--- config.mk ---
export PLATFORM = sky130hd
export DESIGN_NAME = cpr_therapy_sequencer
export DESIGN_NICKNAME = d
export VERILOG_FILES = /design/src/rtl/cpr_therapy_sequencer.sv
export SDC_FILE = /design/constraint.sdc
export NUM_CORES = 1
export LEC_CHECK = 0
export ABC_AREA = 1
export ABC_CLOCK_PERIOD_IN_PS = 1400
export CAP_MARGIN = 20
export CORE_ASPECT_RATIO = 2
export CORE_MARGIN = 4
export CORE_UTILIZATION = 52
export CTS_BUF_LIST = sky130_fd_sc_hd__clkbuf_2
export CTS_CLUSTER_DIAMETER = 30
export DETAILED_ROUTE_END_ITERATION = 7
export GPL_ROUTABILITY_DRIVEN = 0
export PLACE_DENSITY = 0.76
export SLEW_MARGIN = 20
export SYNTH_ARGS = -nofsm -noshare
export SYNTH_HDL_FRONTEND = slang
export SYNTH_SLANG_ARGS = --single-unit
--- constraint.sdc ---
create_clock -name clk -period 1.4 [get_ports clk]
set_input_delay 0.28 -clock clk [delete_from_list [all_inputs] [get_ports clk]]
set_output_delay 0.28 -clock clk [all_outputs]
set_load 0.005 [all_outputs]
--- src/rtl/cpr_therapy_sequencer.sv ---
// CPR compression/ventilation pacer (30:2 pattern) plus drug-pump req/ack sequencer with post-dose lockout.
// Optional rhythm-check pause enabled by defining CPR_RHYTHM_CHECK_EN.
module cpr_therapy_sequencer #(
    parameter int COMPRESS_PERIOD        = 50,
    parameter int COMPRESSIONS_PER_CYCLE = 30,
    parameter int BREATHS_PER_CYCLE      = 2,
    parameter int BREATH_PERIOD          = 100,
    parameter int LOCKOUT_CYCLES         = 1000,
    parameter int CHECK_INTERVAL         = 5,
    parameter int CHECK_CYCLES           = 200
) (
    input  logic       clk,
    input  logic       rst_n,
    input  logic       cpr_activate,
    input  logic       drug_delivery_activate,
    input  logic [3:0] drug_dosage,
    input  logic       inject_ack,
    output logic       compress_pulse,
    output logic       ventilate_pulse,
    output logic       inject_req,
    output logic [3:0] dose_out,
    output logic [1:0] cpr_state,
    output logic [7:0] cycle_count,
    output logic [7:0] dose_count,
    output logic       lockout_active,
    output logic       check_window
);

    localparam int PERIOD_MAX = (COMPRESS_PERIOD > BREATH_PERIOD) ? COMPRESS_PERIOD : BREATH_PERIOD;
`ifdef CPR_RHYTHM_CHECK_EN
    localparam int TIMER_MAX  = (CHECK_CYCLES > PERIOD_MAX) ? CHECK_CYCLES : PERIOD_MAX;
    localparam int CW         = (CHECK_INTERVAL > 1) ? $clog2(CHECK_INTERVAL) : 1;
`else
    localparam int TIMER_MAX  = PERIOD_MAX;
`endif
    localparam int TW         = $clog2(TIMER_MAX);
    localparam int PULSE_MAX  = (COMPRESSIONS_PER_CYCLE > BREATHS_PER_CYCLE) ?
                                COMPRESSIONS_PER_CYCLE : BREATHS_PER_CYCLE;
    localparam int PW         = $clog2(PULSE_MAX + 1);
    localparam int LW         = (LOCKOUT_CYCLES > 1) ? $clog2(LOCKOUT_CYCLES) : 1;

    localparam logic [TW-1:0] COMPRESS_RELOAD = TW'(COMPRESS_PERIOD - 1);
    localparam logic [TW-1:0] BREATH_RELOAD   = TW'(BREATH_PERIOD - 1);
    localparam logic [PW-1:0] N_COMPRESS      = PW'(COMPRESSIONS_PER_CYCLE);
    localparam logic [PW-1:0] N_BREATHS       = PW'(BREATHS_PER_CYCLE);
    localparam logic [LW-1:0] LOCK_RELOAD     = LW'(LOCKOUT_CYCLES - 1);

    if (COMPRESS_PERIOD < 2 || BREATH_PERIOD < 2 || COMPRESSIONS_PER_CYCLE < 1 ||
        BREATHS_PER_CYCLE < 1 || LOCKOUT_CYCLES < 1 || CHECK_INTERVAL < 1 ||
        CHECK_CYCLES < 1) begin : g_param_check
        $error("cpr_therapy_sequencer: parameter out of range");
    end

    typedef enum logic [1:0] {
        CPR_IDLE      = 2'b00,
        CPR_COMPRESS  = 2'b01,
        CPR_VENTILATE = 2'b10,
        CPR_CHECK     = 2'b11
    } cpr_state_e;

    typedef enum logic [1:0] {
        D_IDLE = 2'b00,
        D_REQ  = 2'b01,
        D_LOCK = 2'b10
    } drug_state_e;

    cpr_state_e    cpr_q, cpr_d;
    logic [TW-1:0] timer_q, timer_d;
    logic [PW-1:0] pulse_cnt_q, pulse_cnt_d;
    logic [7:0]    cycle_cnt_q, cycle_cnt_d;
    logic          compress_q, compress_d;
    logic          ventilate_q, ventilate_d;
`ifdef CPR_RHYTHM_CHECK_EN
    logic [CW-1:0] chk_cnt_q, chk_cnt_d;
    logic          check_window_q, check_window_d;
`endif

    drug_state_e   drug_q, drug_d;
    logic [3:0]    dose_q, dose_d;
    logic          inject_req_q, inject_req_d;
    logic [7:0]    dose_cnt_q, dose_cnt_d;
    logic [LW-1:0] lock_timer_q, lock_timer_d;
    logic          lockout_q, lockout_d;

    // ---------------- CPR pacing FSM ----------------
    always_ff @(posedge clk or negedge rst_n) begin
        if (!rst_n) begin
            cpr_q          <= CPR_IDLE;
            timer_q        <= '0;
            pulse_cnt_q    <= '0;
            cycle_cnt_q    <= '0;
            compress_q     <= 1'b0;
            ventilate_q    <= 1'b0;
`ifdef CPR_RHYTHM_CHECK_EN
            chk_cnt_q      <= '0;
            check_window_q <= 1'b0;
`endif
        end else begin
            // NOTE: non-blocking assignments keep every register sampling pre-edge values, so ordering here is irrelevant.
            cpr_q          <= cpr_d;
            timer_q        <= timer_d;
            pulse_cnt_q    <= pulse_cnt_d;
            cycle_cnt_q    <= cycle_cnt_d;
            compress_q     <= compress_d;
            ventilate_q    <= ventilate_d;
`ifdef CPR_RHYTHM_CHECK_EN
            chk_cnt_q      <= chk_cnt_d;
            check_window_q <= check_window_d;
`endif
        end
    end

    always_comb begin
        // NOTE: every output of this block gets a default first so no path leaves a value unassigned (no latches).
        cpr_d       = cpr_q;
        timer_d     = timer_q;
        pulse_cnt_d = pulse_cnt_q;
        cycle_cnt_d = cycle_cnt_q;
        compress_d  = 1'b0;
        ventilate_d = 1'b0;
`ifdef CPR_RHYTHM_CHECK_EN
        chk_cnt_d      = chk_cnt_q;
        check_window_d = 1'b0;
`endif
        unique case (cpr_q)
            CPR_IDLE: begin
                if (cpr_activate) begin
                    cpr_d       = CPR_COMPRESS;
                    timer_d     = '0;
                    pulse_cnt_d = '0;
                end
            end
            CPR_COMPRESS: begin
                if (!cpr_activate) begin
                    cpr_d       = CPR_IDLE;
                    timer_d     = '0;
                    pulse_cnt_d = '0;
                end else if (timer_q != '0) begin
                    timer_d = timer_q - TW'(1);
                end else if (pulse_cnt_q < N_COMPRESS) begin
                    compress_d  = 1'b1;
                    pulse_cnt_d = pulse_cnt_q + PW'(1);
                    timer_d     = COMPRESS_RELOAD;
                end else begin
                    // Ventilation opens with its first breath on the entry edge.
                    cpr_d       = CPR_VENTILATE;
                    ventilate_d = 1'b1;
                    pulse_cnt_d = PW'(1);
                    timer_d     = BREATH_RELOAD;
                end
            end
            CPR_VENTILATE: begin
                if (!cpr_activate) begin
                    cpr_d       = CPR_IDLE;
                    timer_d     = '0;
                    pulse_cnt_d = '0;
                end else if (timer_q != '0) begin
                    timer_d = timer_q - TW'(1);
                end else if (pulse_cnt_q < N_BREATHS) begin
                    ventilate_d = 1'b1;
                    pulse_cnt_d = pulse_cnt_q + PW'(1);
                    timer_d     = BREATH_RELOAD;
                end else begin
                    if (cycle_cnt_q != 8'hFF) cycle_cnt_d = cycle_cnt_q + 8'd1;
                    // Next cycle starts immediately with its first compression.
                    cpr_d       = CPR_COMPRESS;
                    compress_d  = 1'b1;
                    pulse_cnt_d = PW'(1);
                    timer_d     = COMPRESS_RELOAD;
`ifdef CPR_RHYTHM_CHECK_EN
                    if (chk_cnt_q == CW'(CHECK_INTERVAL - 1)) begin
                        chk_cnt_d      = '0;
                        cpr_d          = CPR_CHECK;
                        compress_d     = 1'b0;
                        pulse_cnt_d    = '0;
                        check_window_d = 1'b1;
                        timer_d        = TW'(CHECK_CYCLES - 1);
                    end else begin
                        chk_cnt_d = chk_cnt_q + CW'(1);
                    end
`endif
                end
            end
            CPR_CHECK: begin
`ifdef CPR_RHYTHM_CHECK_EN
                if (timer_q != '0) begin
                    timer_d        = timer_q - TW'(1);
                    check_window_d = 1'b1;
                end else if (cpr_activate) begin
                    cpr_d       = CPR_COMPRESS;
                    compress_d  = 1'b1;
                    pulse_cnt_d = PW'(1);
                    timer_d     = COMPRESS_RELOAD;
                end else begin
                    cpr_d       = CPR_IDLE;
                    pulse_cnt_d = '0;
                end
`else
                cpr_d = CPR_IDLE;
`endif
            end
        endcase
    end

    // ---------------- Drug pump handshake FSM ----------------
    always_ff @(posedge clk or negedge rst_n) begin
        if (!rst_n) begin
            drug_q       <= D_IDLE;
            dose_q       <= '0;
            inject_req_q <= 1'b0;
            dose_cnt_q   <= '0;
            lock_timer_q <= '0;
            lockout_q    <= 1'b0;
        end else begin
            drug_q       <= drug_d;
            dose_q       <= dose_d;
            inject_req_q <= inject_req_d;
            dose_cnt_q   <= dose_cnt_d;
            lock_timer_q <= lock_timer_d;
            lockout_q    <= lockout_d;
        end
    end

    always_comb begin
        drug_d       = drug_q;
        dose_d       = dose_q;
        inject_req_d = 1'b0;
        dose_cnt_d   = dose_cnt_q;
        lock_timer_d = lock_timer_q;
        lockout_d    = 1'b0;
        case (drug_q)
            D_IDLE: begin
                if (drug_delivery_activate && drug_dosage != 4'd0) begin
                    drug_d       = D_REQ;
                    inject_req_d = 1'b1;
                    dose_d       = drug_dosage;
                end
            end
            D_REQ: begin
                // A pending request is only retired by the pump's acknowledge.
                if (inject_ack) begin
                    drug_d       = D_LOCK;
                    dose_d       = '0;
                    lockout_d    = 1'b1;
                    lock_timer_d = LOCK_RELOAD;
                    if (dose_cnt_q != 8'hFF) dose_cnt_d = dose_cnt_q + 8'd1;
                end else begin
                    inject_req_d = 1'b1;
                end
            end
            D_LOCK: begin
                if (lock_timer_q != '0) begin
                    lock_timer_d = lock_timer_q - LW'(1);
                    lockout_d    = 1'b1;
                end else begin
                    drug_d = D_IDLE;
                end
            end
            default: drug_d = D_IDLE;
        endcase
    end

    assign compress_pulse  = compress_q;
    assign ventilate_pulse = ventilate_q;
    assign cpr_state       = cpr_q;
    assign cycle_count     = cycle_cnt_q;
    assign inject_req      = inject_req_q;
    assign dose_out        = dose_q;
    assign dose_count      = dose_cnt_q;
    assign lockout_active  = lockout_q;
`ifdef CPR_RHYTHM_CHECK_EN
    assign check_window    = check_window_q;
`else
    assign check_window    = 1'b0;
`endif

endmodule

==> impl_metrics.ini, run 1 <==
[final_layout]
finish.instance_area_um2 = 4900
fin_util = 0.889
fillers = 255
final_nets = 576
antenna_cells_inserted = 0
multi_input_combinational_cell_area_um2 = 2100
layout-drive-gt1-share = 0.516
layout-area-overhead-vs-synth_pct = 64.2
seqCellArea_um2 = 1250
instances_no_fill = 614

[power]
ir_worst_vdd_mv = 1.74
finalPower_mw = 9.64
p_leak_nw = 2.50
p_per_area_nw_per_um2 = 1970

[global_route]
global_route.overflow_total = 0
grt_pass1_vias = 3552
antenna_found_initial = 0
grt_pass1_wl_um = 15600
gr-usage-all-layers = 0.296
grt_start_max_net_pins = 18

[clock_network]
ctsLongestPathBuffers = 2
cts_sinks = 50
cts.clk_slew.worst_paths_ps = 260
clock_tree_from_tritoncts = built
htreeDepth = 2
worst_skew_pair.late_latency_ps = 480
cts_inserted_buffers = 5
cts_root_buf = sky130_fd_sc_hd__clkbuf_2

[run]
max_cap_viol_count = 0

[sta]
final.min_clock_period_ps = 1730
rsz0062_at_grt = yes
finalCritPeriodShare = 1.24
finalSetupViolCount = 52
skew_ps = 26.3
hold_viol_final = 0
max_clock_freq_mhz = 578
max-slew-margin-rel = 0.629
timing_max_transition_violations_final = 0
worst_pin_slew_ps = 555
setup_slack_ps = -330

[synthesis]
post_synth_num_cell_types = 27
synth.yosys.seq_area_share = 0.419
synth_area_per_cell_um2 = 7.39
postSynthRegisterBits = 50
number_of_cells_produced_by_synthesis = 404
syn-num-nets = 427
post_synth_instance_area_um2 = 2980
synth_warnings = 0

[setup_path]
crit_path_start_kind = flop
required_worst_endpoint_ps = 1790
critical_path.reg2reg.startpoint = cpr_state[0]$_DFFE_PN0P_
worstSetupPathType = reg2reg
reg2regPathDepth = 10
critPathMaxFanout = 5
startpoint_of_the_worst_setup_timing_path = cpr_state[0]$_DFFE_PN0P_
worst_ep_arrival_time_ps = 2120
cp-end-kind = flop

[detailed_routing]
wl_per_cell_um = 20.9
vias_per_cell = 6.01
drt-pass1-iter-count = 5
detailedRoute.firstIterationViolations = 307
antenna_left = 0
via_count = 3692
drc_errors = 0
finalWirelength_um = 12800

[die]
design.portCount = 36
floorplan.initialDensity = 0.541
core-area_um2 = 5520
die_h_um = 115
num_rows = 38
die_width_um = 61.6
design.die.area_um2 = 7090

[placed_design]
dpl_worst_slack_ps = -295
post_dp_cell_area_um2 = 3930
port-buffer-count = 34
place_hpwl_um = 5960
numPlacedInstances = 564

[run_status]
failed_checks = setup timing
run_status = complete, but fails checks

[hold_path]
hold_path.class = in2async
-- cell families (layout without fill, tap and decap cells) --
kind of cell,Yosys count,in the layout,synth area share
other,1,1,0.00126
buffers and inverters,53,203,0.0717
AOI/OAI and AO/OA,34,34,0.0591
xor gates and xnor gates,16,16,0.0470
adders and majority gates,14,14,0.0587
and+or+nand+nor,236,236,0.343
DFF,50,50,0.419
-- critical path, stage by stage (launching register included) --
cell                      delay [ps]
sky130_fd_sc_hd__dfrtp_1         470
sky130_fd_sc_hd__buf_6           150
sky130_fd_sc_hd__inv_6            40
sky130_fd_sc_hd__ha_4            160
sky130_fd_sc_hd__inv_4            80
sky130_fd_sc_hd__nor2_4           50
sky130_fd_sc_hd__nor2_4          210
sky130_fd_sc_hd__nand2_4         120
sky130_fd_sc_hd__nor2_4          150
sky130_fd_sc_hd__nand2_1          70
sky130_fd_sc_hd__o21ai_1         130
-- cell usage after synthesis, drive strengths merged --
cell type | n | share of area
a21boi | 1 | 0.0025
a21oi | 9 | 0.015
a31oi | 1 | 0.0021
buf | 3 | 0.0088
clkbuf | 2 | 0.0025
conb | 1 | 0.0013
dfrtp | 50 | 0.42
ha | 14 | 0.059
inv | 48 | 0.060
nand2 | 141 | 0.18
nand3 | 43 | 0.072
nand3b | 2 | 0.0050
nand4 | 4 | 0.0084
nor2 | 38 | 0.059
nor3 | 5 | 0.0084
o211ai | 1 | 0.0025
o21ai | 22 | 0.037
or2 | 3 | 0.0063
xnor2 | 6 | 0.018
xor2 | 10 | 0.029
-- layout by cell type, fill, tap and decap left out, drive strengths merged, types with 2 or more instances in the layout --
cell type	n
a21oi	9
buf	134
clkbuf	11
clkdlybuf4s50	7
clkinv	2
dfrtp	50
ha	14
inv	48
nand2	141
nand3	43
nand3b	2
nand4	4
nor2	38
nor3	5
o21ai	22
or2	3
xnor2	6
xor2	10
-- flip-flops by register name, indices dropped and copies added (netlist names) --
name and count:
compress_pulse 1, lock_timer_q 10, inject_req 1, lockout_active 1
cycle_count 8, dose_out 4, drug_q 2, timer_q 7
pulse_cnt_q 5, cpr_state 2, ventilate_pulse 1, dose_count 8
-- cell type report --
cell class	count	area share
multi-input combinational	301	0.428
sequential	50	0.256
timing repair buffer	147	0.250
inverter	48	0.0419
tap	60	0.0153
clock buffer	6	0.00613
clock inverter	2	0.00179
-- per-layer routing --
layer	vias up	track usage	wire length [µm]
li1	1580	-	-
met1	1728	0.285	3970
met2	266	0.553	6870
met3	118	0.0449	874
met4	0	0.169	1110
met5	-	0	0
-- where the power goes --
| part | total [mW] | leakage, nW | internal [mW] | switching, mW |
|---|---|---|---|---|
| clock network | 0.632 | 0.0304 | 0.122 | 0.509 |
| registers | 2.27 | 0.635 | 1.88 | 0.384 |
| logic | 6.74 | 1.84 | 3.11 | 3.63 |
-- metrics by stage --
| stage | hold WS [ps] | setup TNS, ps |
|---|---|---|
| after floorplan | -15.6 | 0 |
| after global placement | 212 | -5880 |
| after detailed placement | 216 | -7240 |
| after CTS | 210 | -2630 |
| after global routing | 180 | -10680 |
| final | 202 | -7600 |
-- final timing paths --
kind                                              end  slack (ps)
max in group asynchronous  pulse_cnt_q[0]$_DFFE_PN0P_         710
setup reg to reg           pulse_cnt_q[0]$_DFFE_PN0P_        -330
hold reg to reg                 drug_q[0]$_DFFE_PN0P_         580
hold / removal              dose_count[5]$_DFFE_PN0P_         200
setup / recovery           pulse_cnt_q[0]$_DFFE_PN0P_        -330
min in group clk                 inject_req$_DFF_PN0_         360
-- what timing repair did --
item                                   in CTS  in global routing
resized for setup                         180                131
gates cloned                                1                  0
endpoints found under the hold margin      42                  0
hold buffers                                1                  0
pin swaps                                  24                 44
setup endpoints to repair                  70                 62
setup buffers                              28                 14
Power figures use the tool's default switching activity.
==> run 2: changes to the inputs <==
--- a/config.mk
+++ b/config.mk
@@ -8,7 +8,6 @@
 export ABC_AREA = 1
 export ABC_CLOCK_PERIOD_IN_PS = 1400
 export CAP_MARGIN = 20
-export CORE_ASPECT_RATIO = 2
 export CORE_MARGIN = 4
 export CORE_UTILIZATION = 52
 export CTS_BUF_LIST = sky130_fd_sc_hd__clkbuf_2
==> impl_metrics.ini, run 2 (synthesis gave the netlist of run 1 again) <==
[setup_path]
startpoint_of_the_worst_setup_timing_path = cpr_state[1]$_DFFE_PN0P_
r2r-end = pulse_cnt_q[2]$_DFFE_PN0P_
critical_path.reg2reg.startpoint = cpr_state[1]$_DFFE_PN0P_
worst_ep_arrival_time_ps = 2080
crit_path_start_kind = flop
timing.critical_path.cells = buf_6, inv_2, ha_2, nand2_4, nand2_4, nand2_4, buf_12, nand2_8, inv_4, o21ai_0, nand2_1, inv_1
critPathMaxFanout = 6
required_worst_endpoint_ps = 1810
cpMaxStageDelayCell = sky130_fd_sc_hd__dfrtp_1
worstSetupPathType = reg2reg
critPathMaxStageDelay_ps = 460
critical_path.most_common_cell = sky130_fd_sc_hd__nand2_4
reg2regPathDepth = 12
r2r_slack_ps = -280
cp-end-kind = flop

[sta]
max_clock_freq_mhz = 597
hold_viol_final = 0
timing_max_transition_violations_final = 0
rsz0062_at_grt = yes
setup_slack_ps = -276
finalSetupViolCount = 55
final.min_clock_period_ps = 1680
finalCritPeriodShare = 1.20
skew_ps = 28.6

[detailed_routing]
wl_per_cell_um = 19.4
finalWirelength_um = 12100
vias_per_cell = 5.79
via_count = 3619
antenna_left = 0
detailedRoute.firstIterationViolations = 288
drt-pass1-iter-count = 6
drc_errors = 0

[die]
core-area_um2 = 5540
die_width_um = 83.8
die_h_um = 83.8
num_rows = 27
design.portCount = 36
design.die.area_um2 = 7010
floorplan.initialDensity = 0.539

[placed_design]
post_dp_cell_area_um2 = 3840
place_hpwl_um = 5290
numPlacedInstances = 561
port-buffer-count = 34
dpl_worst_slack_ps = -257

[hold_path]
hold_path.class = in2async

[clock_network]
cts_inserted_buffers = 5
cts.clk_slew.worst_paths_ps = 270
ctsLongestPathBuffers = 2
cts_sinks = 50
cts_root_buf = sky130_fd_sc_hd__clkbuf_2
htreeDepth = 2
worst_skew_pair.late_latency_ps = 440
clock_tree_from_tritoncts = built

[power]
ir_worst_vdd_mv = 1.34
p_per_area_nw_per_um2 = 1960
p_leak_nw = 2.53
finalPower_mw = 9.70

[global_route]
grt_start_max_net_pins = 51
antenna_found_initial = 0
globalRoute.busiestLayer = met2
globalRouteMet3Util = 0.0474
gr-usage-met2 = 0.552
grt_util_met1 = 0.308
gr-usage-all-layers = 0.289
global_route.overflow_total = 0
grt_pass1_wl_um = 16500
grt_pass1_vias = 3488

[final_layout]
antenna_cells_inserted = 0
largest-register = lock_timer_q
finish.instance_area_um2 = 4950
largest_reg_flops = 10
final_nets = 575
layout-drive-gt1-share = 0.530
layout-area-overhead-vs-synth_pct = 66.0
mostFrequentLayoutCells = sky130_fd_sc_hd__nand2_1, sky130_fd_sc_hd__buf_4, sky130_fd_sc_hd__dfrtp_1
instances_no_fill = 625
most_common_cell_after_layout_fill_and_taps_aside = sky130_fd_sc_hd__nand2_1
fin_util = 0.894

[run]
max_cap_viol_count = 0

[run_status]
failed_checks = setup timing
run_status = complete, but fails checks
run 2: cell count changes in the layout (fill, tap and decap cells not counted), sizes merged:
cell and delta:
nand2 +1, buf -15, clkbuf +13
run 2: worst max path at each step:
stage | endpoint | slack, ps | cells past startpoint
finish | pulse_cnt_q[2]$_DFFE_PN0P_ | -280 | 12
global route | pulse_cnt_q[2]$_DFFE_PN0P_ | -370 | 12
CTS | cpr_state[0] | -200 | 3
detailed placement | dose_out[3]$_DFFE_PN0P_ | -260 | 8
global placement | dose_out[1]$_DFFE_PN0P_ | -180 | 8
floorplan | cycle_count[6]$_DFFE_PN0P_ | 0.3 | 10
run 2: per-stage QoR:
| step | setup TNS [ps] | hold WS, ps |
|---|---|---|
| global placement | -5050 | 290 |
| CTS | -3230 | 317 |
| floorplan | 0 | -15.6 |
| detailed placement | -6770 | 292 |
| finish | -6390 | 328 |
| global route | -9610 | 285 |
run 2: layer usage:
layer	wire length, µm	vias up	share of wire
li1	-	1566	-
met1	4040	1724	0.33
met2	6600	238	0.54
met3	719	91	0.059
met4	762	0	0.063
met5	0	-	0
run 2: layout make-up:
type | count | area, µm²
Multi-Input combinational cell | 302 | 2130
Sequential cell | 50 | 1250
Timing Repair Buffer | 145 | 1230
Fill cell | 231 | 587
Inverter | 48 | 203
Tap cell | 72 | 90.1
Clock buffer | 6 | 30.0
Clock inverter | 2 | 8.76
run 2: repair_timing:
item / in CTS / in global routing
endpoints found under the hold margin: 50 / 0
resized for setup: 170 / 145
endpoints found under the setup margin: 67 / 69
pin swaps: 24 / 43
gates cloned: 3 / 0
buffers inserted: 35 / 28
hold buffers: 1 / 0
run 2: where the power goes:
part / switching, mW / internal, mW
clock network: 0.478 / 0.123
logic: 3.67 / 3.19
registers: 0.368 / 1.88
run 2: critical path, delay by kind of cell, from the launching register on:
| kind | cells | cell delay (ps) |
|---|---|---|
| buffers and inverters | 5 | 470 |
| DFF | 1 | 460 |
| and+or+nand+nor | 5 | 430 |
| adders and majority gates | 1 | 210 |
| AOI/OAI and AO/OA | 1 | 80 |
